--- config.mk ---
export PLATFORM = sky130hd
export DESIGN_NAME = rotate_sequencer_flat
export DESIGN_NICKNAME = d
export VERILOG_FILES = /design/src/rtl/rotate_sequencer_pkg.sv /design/src/rtl/rotate_sequencer_if.sv /design/src/rtl/rotate_sequencer_barrel_shift.sv /design/src/rtl/rotate_sequencer.sv /design/src/flat_wrapper.sv
export SDC_FILE = /design/constraint.sdc
export NUM_CORES = 1
export LEC_CHECK = 0
export BUFFER_PORTS_ARGS = -buffer_cell sky130_fd_sc_hd__buf_2
export CAP_MARGIN = 20
export CORE_UTILIZATION = 57
export DETAILED_ROUTE_END_ITERATION = 16
export GPL_TIMING_DRIVEN = 0
export MAX_ROUTING_LAYER = met4
export PLACE_DENSITY = 0.89
export SLEW_MARGIN = 20
export SYNTH_ARGS = -nofsm -noshare
export SYNTH_HDL_FRONTEND = slang
export SYNTH_HIERARCHICAL = 1
export SYNTH_SLANG_ARGS = --single-unit
export TNS_END_PERCENT = 100
--- constraint.sdc ---
create_clock -name clk -period 2.4 [get_ports clk]
set_input_delay 0.36 -clock clk [delete_from_list [all_inputs] [get_ports clk]]
set_output_delay 0.36 -clock clk [all_outputs]
set_load 0.02 [all_outputs]
--- src/rtl/rotate_sequencer_pkg.sv ---
`default_nettype none
// ============================================================================
// Module   : rotate_pkg
// Brief    : Shared constants and types for the rotate_sequencer slice
//            (FSM encoding, rotate direction, divider defaults).
// Revision : 1.0 - initial release
// ============================================================================
package rotate_pkg;

  // Two-state sequencer encoding
  localparam logic [0:0] ST_IDLE = 1'b0;
  localparam logic [0:0] ST_RUN  = 1'b1;

  // Rotate direction encoding on the dir control
  localparam logic DIR_LEFT  = 1'b1;
  localparam logic DIR_RIGHT = 1'b0;

  // Divider terminal values: one step per second on a 50 MHz board, fast for sim
  localparam int unsigned DIV_WIDTH_DEFAULT   = 27;
  localparam int unsigned DIV_TERMINAL_BOARD  = 49_999_999;
  localparam int unsigned DIV_TERMINAL_SIM    = 3;

  typedef logic [3:0] pattern_t;

  localparam pattern_t PAT_RESET_DEFAULT = 4'b0001;

endpackage : rotate_pkg
`default_nettype wire

--- src/rtl/rotate_sequencer_if.sv ---
`default_nettype none
// ============================================================================
// Module   : rotate_sequencer_if
// Brief    : Board-control and display-side bundle of the rotate sequencer.
//            master = control/consumer side, slave = sequencer side.
// Revision : 1.0 - initial release
// ============================================================================
interface rotate_sequencer_if;
  import rotate_pkg::*;

  logic       load;
  pattern_t   load_val;
  logic       start;
  logic       stop;
  logic       step;
  logic       dir;
  pattern_t   pattern;
  logic       tick;
  logic       running;
  logic [7:0] step_cnt;

  modport master (
    output load, load_val, start, stop, step, dir,
    input  pattern, tick, running, step_cnt
  );

  modport slave (
    input  load, load_val, start, stop, step, dir,
    output pattern, tick, running, step_cnt
  );

endinterface : rotate_sequencer_if
`default_nettype wire

--- src/rtl/rotate_sequencer_barrel_shift.sv ---
`default_nettype none
// ============================================================================
// Module   : barrel_shift
// Brief    : 4-bit combinational rotate by one position, left or right.
// Revision : 1.0 - initial release
// ============================================================================
module barrel_shift
  import rotate_pkg::*;
(
  output pattern_t out,
  input  pattern_t in,
  input  logic     direction
);

  // Left moves bit 3 into bit 0; right moves bit 0 into bit 3
  always_comb begin
    if (direction == DIR_LEFT) begin
      out = {in[2:0], in[3]};
    end else begin
      out = {in[0], in[3:1]};
    end
  end

endmodule : barrel_shift
`default_nettype wire

--- src/rtl/rotate_sequencer.sv ---
`default_nettype none
// ============================================================================
// Module   : rotate_sequencer
// Brief    : Holds a 4-bit pattern and rotates it either on a single-step
//            request (IDLE) or once per divided-clock period (RUN).
// Revision : 1.0 - initial release
// ============================================================================
module rotate_sequencer
  import rotate_pkg::*;
#(
  parameter int unsigned DIV_WIDTH    = DIV_WIDTH_DEFAULT,
  parameter int unsigned DIV_TERMINAL = DIV_TERMINAL_BOARD,
  parameter pattern_t    PAT_RESET    = PAT_RESET_DEFAULT
)(
  input  logic             clk,
  input  logic             rst,
  rotate_sequencer_if.slave bus
);

  localparam logic [DIV_WIDTH-1:0] C_DIV_TERM = DIV_WIDTH'(DIV_TERMINAL);

  logic [0:0]           state_q,   state_d;
  pattern_t             pattern_q, pattern_d;
  logic [DIV_WIDTH-1:0] div_q,     div_d;
  logic [7:0]           cnt_q,     cnt_d;
  logic                 tick_q;
  logic                 running_q;
  logic                 commit;
  pattern_t             rot;

  barrel_shift u_rot (
    .out       (rot),
    .in        (pattern_q),
    .direction (bus.dir)
  );

  // Next-state: mode transitions, pattern source selection, step-period divider
  always_comb begin
    state_d   = state_q;
    pattern_d = pattern_q;
    div_d     = div_q;
    cnt_d     = cnt_q;
    commit    = 1'b0;

    if (state_q == ST_RUN) begin
      if (bus.stop) begin
        state_d = ST_IDLE;
        div_d   = '0;
      end else if (bus.load) begin
        pattern_d = bus.load_val;
        div_d     = '0;
      end else if (div_q == C_DIV_TERM) begin
        commit = 1'b1;
        div_d  = '0;
      end else begin
        div_d = div_q + DIV_WIDTH'(1);
      end
    end else begin
      div_d = '0;
      if (bus.load) begin
        pattern_d = bus.load_val;
      end else if (bus.step) begin
        commit = 1'b1;
      end
      // A load still lets start through; a step takes precedence over start
      if (bus.start && !bus.stop && (bus.load || !bus.step)) begin
        state_d = ST_RUN;
      end
    end

    if (commit) begin
      pattern_d = rot;
      cnt_d     = cnt_q + 8'd1;
    end
  end

  // State and output registers; reset wins over every control input
  always_ff @(posedge clk) begin
    if (rst) begin
      state_q   <= ST_IDLE;
      pattern_q <= PAT_RESET;
      div_q     <= '0;
      cnt_q     <= '0;
      tick_q    <= 1'b0;
      running_q <= 1'b0;
    end else begin
      state_q   <= state_d;
      pattern_q <= pattern_d;
      div_q     <= div_d;
      cnt_q     <= cnt_d;
      tick_q    <= commit;
      running_q <= (state_d == ST_RUN);
    end
  end

  assign bus.pattern  = pattern_q;
  assign bus.tick     = tick_q;
  assign bus.running  = running_q;
  assign bus.step_cnt = cnt_q;

endmodule : rotate_sequencer
`default_nettype wire

--- src/flat_wrapper.sv ---
// flat-port wrapper written by rule: the top's interface ports become plain ports
module rotate_sequencer_flat import rotate_pkg::*;
#(
  parameter int unsigned DIV_WIDTH    = DIV_WIDTH_DEFAULT,
  parameter int unsigned DIV_TERMINAL = DIV_TERMINAL_BOARD,
  parameter pattern_t    PAT_RESET    = PAT_RESET_DEFAULT
)
  (clk, rst, bus_load, bus_load_val, bus_start, bus_stop, bus_step, bus_dir, bus_pattern, bus_tick, bus_running, bus_step_cnt);
  rotate_sequencer_if bus_i ();
  input  logic clk;
  input  logic rst;
  input wire logic [$bits(bus_i.load)-1:0] bus_load;
  input wire logic [$bits(bus_i.load_val)-1:0] bus_load_val;
  input wire logic [$bits(bus_i.start)-1:0] bus_start;
  input wire logic [$bits(bus_i.stop)-1:0] bus_stop;
  input wire logic [$bits(bus_i.step)-1:0] bus_step;
  input wire logic [$bits(bus_i.dir)-1:0] bus_dir;
  output wire logic [$bits(bus_i.pattern)-1:0] bus_pattern;
  output wire logic [$bits(bus_i.tick)-1:0] bus_tick;
  output wire logic [$bits(bus_i.running)-1:0] bus_running;
  output wire logic [$bits(bus_i.step_cnt)-1:0] bus_step_cnt;
  assign bus_i.load = bus_load;
  assign bus_i.load_val = bus_load_val;
  assign bus_i.start = bus_start;
  assign bus_i.stop = bus_stop;
  assign bus_i.step = bus_step;
  assign bus_i.dir = bus_dir;
  assign bus_pattern = bus_i.pattern;
  assign bus_tick = bus_i.tick;
  assign bus_running = bus_i.running;
  assign bus_step_cnt = bus_i.step_cnt;
  rotate_sequencer #(.DIV_WIDTH(DIV_WIDTH), .DIV_TERMINAL(DIV_TERMINAL), .PAT_RESET(PAT_RESET)) u_core (.clk(clk), .rst(rst), .bus(bus_i));
endmodule
==> metrics.md, run 1 <==
| Metric | Value |
|---|---|
| Std-Cell Rows | 21 |
| CTS tree | done |
| CP Capture Type | flop |
| Post-synth top cells | dfxtp_1, nor2_1, xnor2_1 |
| Chip height | 61.4 um |
| First drt pass iteration count | 5 |
| Net Sw Frac | 0.213 |
| Combinational fraction of design power | 0.081 |
| Data arrival, critical path | 2.57 ns |
| Mapped Area | between 2000 and 2500 um^2 |
| 1st-iter DRT viols | 180 |
| Placed cell area | about 2200 um^2 |
| Clk pin slew, worst setup/hold paths | around 0.12 ns |
| RSZ-0062 raised after global routing | yes |
| H-tree depth | 2 |
| Minimum clock period | ~2.3 ns |
| GRT met2 Usage | 0.421 |
| Global-route wire length before repair | between 6000 and 7000 um |
| Count of input and output buffers | 23 |
| Worst path max stage delay | roughly 0.77 ns |
| Die ar. | 3760 um^2 |
| Final WL | ~4400 um |
| Post-synthesis sequential area ratio | 0.409 |
| Hold Vio Cnt, Final | 0 |
| Async set or reset register ratio after synthesis | 0 |
| # hold bufs at CTS | 0 |
| Syn Nets | 248 |
| Yosys top cell area share | 0.409 |
| Fraction of layout cells with a size suffix above 1 | 0.188 |
| Worst Hold Class | input port to flop |
| Gr usage total | 0.251 |
| # nets final | 278 |
| Largest net degree at the start of global routing | 14 |
| Cell Chain, Critical Path | nor4b_1, nand4_1, o41ai_2, nand3_1, o221a_2 |
| NetSw | roughly 0.29 mW |
| Die Width | 61.4 um |
| Final setup vio count | 0 |
| Yosys Warn Count | 6 |
| Core Area | ~3400 um^2 |
| Drt wl/cell | around 14 um |
| CTS root buf | clkbuf_4 |
| Post-synth top area cell | dfxtp_1 |
| Pint | between 1 and 1.5 mW |
| Mapped Cells | ~240 |
| Worst vdd ir | roughly 0.35 mV |
| CP startpoint kind | flop |
| Ant diodes | 0 |
| Max-slew headroom | 0.528 |
| Most frequent cell after synthesis | dfxtp_1 |
| Flop pwr share | 0.522 |
| Post-synth EDFFs | 0 |
| Worst hold slack | 0.270 ns |
| Slack of the critical path | between 0.05 and 0.06 ns |
| Synth Register Bits | just over 40 |
| Largest cells by area after synthesis | dfxtp_1, xnor2_1, nor2_1, nand3_1, a21oi_1 |
| Max Cap Viol | 0 |
| Clock Power Share | 0.398 |
| Gr ovfl total | 0 |
| Synth Flop Type | dfxtp_1 |
| CTS Sinks | 41 |
| WP buf/inv | 0 |
| Syn-to-layout area delta | 16.2% |
| Post-CTS Setup Bufs | 0 |
| Ports | 25 |
| Max Slew Vio Count | 0 |
| Post-route cell area | between 2000 and 2500 um^2 |
| DRT antenna net count | 0 |
| Status | finished clean |
| Critical-path top delay cell | o41ai_2 |
| M1 GR Usage | 0.304 |
| Fmax achieved | between 0.4 and 0.5 GHz |
| Antenna violations before repair | 0 |
| Vias per cell | roughly 5.8 |
| LEAKAGE | 0.778 nW |
| Gpl congestion | 0.848 |
| Number of global-route vias before repair | roughly 1,500 |
| Setup TNS | 0 ns |
| Maximum clock path buffer count | 2 |
| Maximum fanout along the worst path | 6 |
| Ratio of final minimum period to clock period | 0.976 |
| Worst slack at placement | -0.0795 ns |
| Avg Cell Area, Syn | 8.55 um^2 |
| Vias | between 1,500 and 2,000 |
| Clock latency at the later pin of the worst-skew pair | 0.33 ns |
| Crit Path Category | flop to flop |
| Pwr dens | 574 nW/um^2 |
| # DRC | 0 |
| CP delay by family, top | compound AO/OA/AOI/OAI gates |
| Yosys cell types | 37 |
| Slew @ Worst Pin | about 0.70 ns |
| Cts bufs inserted | 5 |
| Gr busiest metal | met2 |
| Initial Utilization | 0.597 |
| Worst Path Required | 2.63 ns |
| Final HPWL DP | between 3000 and 4000 um |
| Setup Skew | between 0.008 and 0.009 ns |
| GRT met3 Usage | 0.0525 |
## cells in the final DEF (no fill, tap or decap), drive strengths merged, types with 2 or more instances in the layout
| cell | Yosys | routed |
|---|---|---|
| o21ai | 4 | 4 |
| xnor2 | 18 | 18 |
| buf | 3 | 27 |
| ha | 2 | 2 |
| a21oi | 14 | 14 |
| nor4 | 8 | 8 |
| o31ai | 6 | 6 |
| dfxtp | 41 | 41 |
| nand2b | 3 | 3 |
| nand3 | 16 | 16 |
| nand2 | 10 | 10 |
| and3 | 9 | 9 |
| or3 | 3 | 3 |
| o221a | 2 | 2 |
| mux2 | 4 | 4 |
| clkbuf | 6 | 10 |
| nor3b | 2 | 2 |
| xor2 | 7 | 7 |
| or4 | 9 | 9 |
| and2 | 2 | 2 |
| inv | 6 | 6 |
| bufinv | 0 | 2 |
| nor4b | 2 | 2 |
| nor3 | 8 | 8 |
| nor2 | 35 | 35 |
| nand4 | 5 | 5 |
## power groups by stage
stage	clock (mW)	sequential, mW	combinational [mW]
final	0.533	0.699	0.108
after detailed placement	0	0.715	0.102
after global placement	0	0.714	0.0994
after floorplan	0	0.725	0.0554
after CTS	0.547	0.700	0.105
after global routing	0.584	0.701	0.116
## stage by stage
stage	instances	util	power (mW)
2_1_floorplan	235	-	0.781
3_3_place_gp	304	0.648	0.814
3_5_place_dp	304	0.648	0.817
4_1_cts	312	0.684	1.35
5_1_grt	312	0.694	1.40
6_report	312	0.694	1.34
## state kept, by name, summed over array words and instances, names as in the netlist
signal and cells:
u_core/bus.tick 1, u_core/bus.pattern 4, u_core/bus.running 1, u_core/bus.step_cnt 8, u_core/div_q 27
## metal layers
| metal | routed length [um] | vias up |
|---|---|---|
| li1 | - | 912 |
| met1 | 1980 | 831 |
| met2 | 2150 | 52 |
| met3 | 218 | 8 |
| met4 | 64 | 0 |
| met5 | 0 | - |
## final timing paths
kind | startpoint | end | slack (ns) | depth (start not counted)
max reg2reg | u_core/div_q[11]$_SDFF_PP0_ | u_core/bus.pattern[3]$_SDFFE_PP0P_ | 0.06 | 5
min reg2reg | u_core/div_q[0]$_SDFF_PP0_ | u_core/div_q[0]$_SDFF_PP0_ | 0.46 | 1
min | rst | u_core/bus.pattern[2]$_SDFFE_PP0P_ | 0.27 | 2
max | u_core/div_q[11]$_SDFF_PP0_ | u_core/bus.pattern[3]$_SDFFE_PP0P_ | 0.06 | 5
## final cells by class
type | count | area (um^2)
Multi-Input combinational cell | 179 | 1160
Fill cell | 269 | 1030
Sequential cell | 41 | 826
Timing Repair Buffer | 23 | 115
Clock inverter | 3 | 65.1
Tap cell | 46 | 57.6
Buffer | 9 | 45.0
Clock buffer | 5 | 37.5
Inverter | 6 | 22.5
## what timing repair did
item,CTS,global route
pin swaps,0,0
endpoints found under the setup margin,10,32
gates resized for setup,4,8
## kinds of logic after synthesis
logic type               share of synthesized area
flip-flops                                   0.409
adder cells (fa/ha/maj)                     0.0125
multiplexers                                0.0224
XOR/XNOR                                     0.109
AO/OA/AOI/OAI                                0.103
AND/OR/NAND/NOR                              0.311
buffers and inverters                       0.0330
No activity file was read; power rests on OpenSTA's default activity.
==> run 2, diff against run 1 <==
- ABC_AREA: unset -> 1
- CORE_UTILIZATION: 57 -> 58
==> run 2 against run 1 <==
Against the previous run: utilization is 0.72 points lower; sequential share of layout area is 2.7 points lower; clock skew is 0.0031 ns lower; fmax is 25% higher; synthesized cell count is 38% higher; synthesized area is 10% higher; global-route usage is 1.4 points higher; sequential cell count stayed put; worst setup slack better by 0.46 ns; largest cell class unchanged; largest power group unchanged; highest routed layer unchanged.
==> metrics.md, run 2 <==
| Metric | Value |
|---|---|
| Crit Path Category | flop to flop |
| Gpl congestion | 0.871 (+2.7%) |
| Slew @ Worst Pin | 0.452 ns (-0.247 ns) |
| Gr usage total | 0.266 (+0.0144) |
| Worst vdd ir | 0.425 mV (+22%) |
| Setup Skew | 0.00575 ns (-0.00312 ns) |
| Global-route wire length before repair | 8400 um (+24%) |
| Pwr dens | 555 nW/um^2 (-3.5%) |
| Critical-path top delay cell | dfxtp_1 |
| Gr ovfl total | 0 (unchanged) |
| Cell depth of the worst min-delay path | 2 (unchanged) |
| CP Capture Type | flop |
| Hold Vio Cnt, Final | 0 (unchanged) |
| CTS Sinks | 41 (unchanged) |
| Count of input and output buffers | 23 (unchanged) |
| CTS tree | done |
| Worst path max stage delay | 0.39 ns (-0.38 ns) |
| Ant diodes | 0 (unchanged) |
| Cts repair resizes | 0 (-4) |
| H-tree depth | 2 (unchanged) |
| 1st-iter DRT viols | 176 (-2.2%) |
| Worst Path Required | 2.58 ns (-0.05 ns) |
| Largest register by flop count | u_core/div_q |
| DRT antenna net count | 0 (unchanged) |
| Most common cell after layout, fill and taps aside | nand2_1 |
| M1 GR Usage | 0.308 (+0.00425) |
| Maximum clock path buffer count | 2 (unchanged) |
| Std-Cell Rows | 22 (+4.8%) |
| Worst Hold Class | input port to flop |
| Synth Flop Type | dfxtp_1 |
| Mapped Area | 2220 um^2 (+10%) |
| First drt pass iteration count | 4 (-1) |
| Max Cap Viol | 0 (unchanged) |
| Largest cells by area after synthesis | dfxtp_1, nand2_1, nor2_1, inv_1, a21oi_1 |
| Status | finished clean |
| Number of global-route vias before repair | 2,018 (+32%) |
| Yosys Warn Count | 6 (unchanged) |
| Mapped Cells | 324 (+38%) |
| Fraction of layout cells with a size suffix above 1 | 0.175 (-0.0133) |
| Final WL | 4740 um (+7.3%) |
| Core Area | 3660 um^2 (+8.9%) |
| Largest net degree at the start of global routing | 14 (unchanged) |
| Async set or reset register ratio after synthesis | 0 (unchanged) |
| # hold bufs at CTS | 0 (unchanged) |
| Most frequent cell after synthesis | nand2_1 |
| Yosys top cell area share | 0.370 (-0.0387) |
| Cell Chain, Critical Path | ha_1, nand3_2, inv_1, nand2_1, nor2_1, nand3_1, nand2_2, buf_4, nand3_1, o21ai_0, a21oi_1 |
| Clock latency at the later pin of the worst-skew pair | 0.29 ns (-0.04 ns) |
| Initial Utilization | 0.606 (+0.00885) |
| Vias per cell | 5.30 (-8.4%) |
| Die Width | 63.8 um (+4.1%) |
| Max reg flops | 27 (unchanged) |
| Die ar. | 4080 um^2 (+8.3%) |
| Reg2Reg Depth | 11 (+6) |
| Minimum clock period | 1.88 ns (-0.464 ns) |
| Syn Nets | 337 (+36%) |
| Clk pin slew, worst setup/hold paths | 0.08 ns (-0.04 ns) |
| Max-slew headroom | 0.698 (+0.170) |
| Cts bufs inserted | 5 (unchanged) |
| Drt wl/cell | 11.8 um (-17%) |
| WP buf/inv | 2 (+2) |
| Data arrival, critical path | 2.06 ns (-0.51 ns) |
| CP startpoint kind | flop |
| # nets final | 367 (+32%) |
| GRT met2 Usage | 0.455 (+0.0340) |
| Final HPWL DP | 3460 um (+15%) |
| Ratio of final minimum period to clock period | 0.783 (-0.193) |
| LEAKAGE | 0.986 nW (+27%) |
| Fmax achieved | 0.532 GHz (+25%) |
| Post-synth EDFFs | 0 (unchanged) |
| CTS root buf | clkbuf_8 |
| Post-synth top area cell | dfxtp_1 |
| Avg Cell Area, Syn | 6.85 um^2 (-20%) |
| Antenna violations before repair | 0 (unchanged) |
| # DRC | 0 (unchanged) |
| Most frequent CP cell | nand3_1 |
| Max Slew Vio Count | 0 (unchanged) |
| Yosys cell types | 38 (+2.7%) |
| Finished Layout Cells | 403 (+29%) |
| Synth Register Bits | 41 (unchanged) |
| Worst path depth | 11 (+6) |
| Final setup vio count | 0 (unchanged) |
| Maximum fanout along the worst path | 10 (+4) |
| CP delay by family, top | simple AND/OR/NAND/NOR gates |
| Gr busiest metal | met2 |
| Syn-to-layout area delta | 13.3% |
| GRT met3 Usage | 0.0554 (+0.00284) |
| Setup TNS | 0 ns (unchanged) |
| RSZ-0062 raised after global routing | no |
| Post-CTS Setup Bufs | 0 (unchanged) |
| Ports | 25 (unchanged) |
| Dpl cells | 395 (+30%) |
| Post-synthesis sequential area ratio | 0.370 (-0.0387) |
| Chip height | 63.8 um (+4.1%) |
| Post-synth top cells | nand2_1, nor2_1, dfxtp_1 |
| Most frequent cells in the layout | nand2_1, nor2_1, dfxtp_1 |
| Fillers | 307 (+14%) |
| Vias | 2,134 (+18%) |
run 2: cell types whose count changed in the layout (fill, tap and decap cells not counted), sizes merged, moves of 8 or more:
cell,delta
inv,+32
nand2,+81
and3,-8
xnor2,-14
or4,-9
nor2,+15
run 2: where the power goes:
group / switching [mW] / internal (mW)
logic: 0.0713 / 0.0391
clock network: 0.242 / 0.338
registers: 0.0121 / 0.692
run 2: routing by layer:
metal | part of all wire | vias up
met5 | 0 | -
met4 | 0.014 | 0
met3 | 0.049 | 8
met2 | 0.50 | 56
met1 | 0.44 | 978
li1 | - | 1092
run 2: area by class of cell:
type                    count  area (um^2)  area share
plain buffers               6         36.3      0.0144
well taps                  48         60.1      0.0239
multi-input cells         237         1210       0.481
clock buffers               6         82.6      0.0329
flip-flops and latches     41          821       0.327
inverters                  40          151      0.0602
clock inverters             2         37.5      0.0149
repair buffers             23          115      0.0458
run 2: final timing paths:
| check | startpoint | endpoint | slack (ns) |
|---|---|---|---|
| hold reg to reg | u_core/div_q[26]$_SDFF_PP0_ | u_core/div_q[26]$_SDFF_PP0_ | 0.47 |
| setup reg to reg | u_core/div_q[0]$_SDFF_PP0_ | u_core/bus.step_cnt[2]$_SDFFE_PP0N_ | 0.52 |
| setup / recovery | u_core/div_q[0]$_SDFF_PP0_ | u_core/bus.step_cnt[2]$_SDFFE_PP0N_ | 0.52 |
| hold / removal | bus_stop | u_core/bus.running$_SDFF_PP0_ | 0.26 |
run 2: kinds of logic after synthesis:
group / Yosys count / share of synthesized area
xor gates and xnor gates: 10 / 0.0395
DFF: 41 / 0.370
AOI/OAI and AO/OA: 30 / 0.0750
buffers and inverters: 46 / 0.0846
and+or+nand+nor: 195 / 0.420
adders and majority gates: 2 / 0.0113
run 2: through the flow:
stage | worst slack (ns) | cell area [um^2] | power, mW | utilization | hold slack (ns)
5_1_grt | 0.355 | 2510 | 1.46 | 0.687 | 0.256
6_report | 0.521 | 2510 | 1.39 | 0.687 | 0.256
3_5_place_dp | 0.555 | 2390 | 0.828 | 0.654 | 0.457
2_1_floorplan | 0.817 | 2220 | 0.794 | - | 0.430
3_3_place_gp | 0.543 | 2390 | 0.826 | 0.654 | 0.450
4_1_cts | 0.553 | 2510 | 1.40 | 0.687 | 0.246
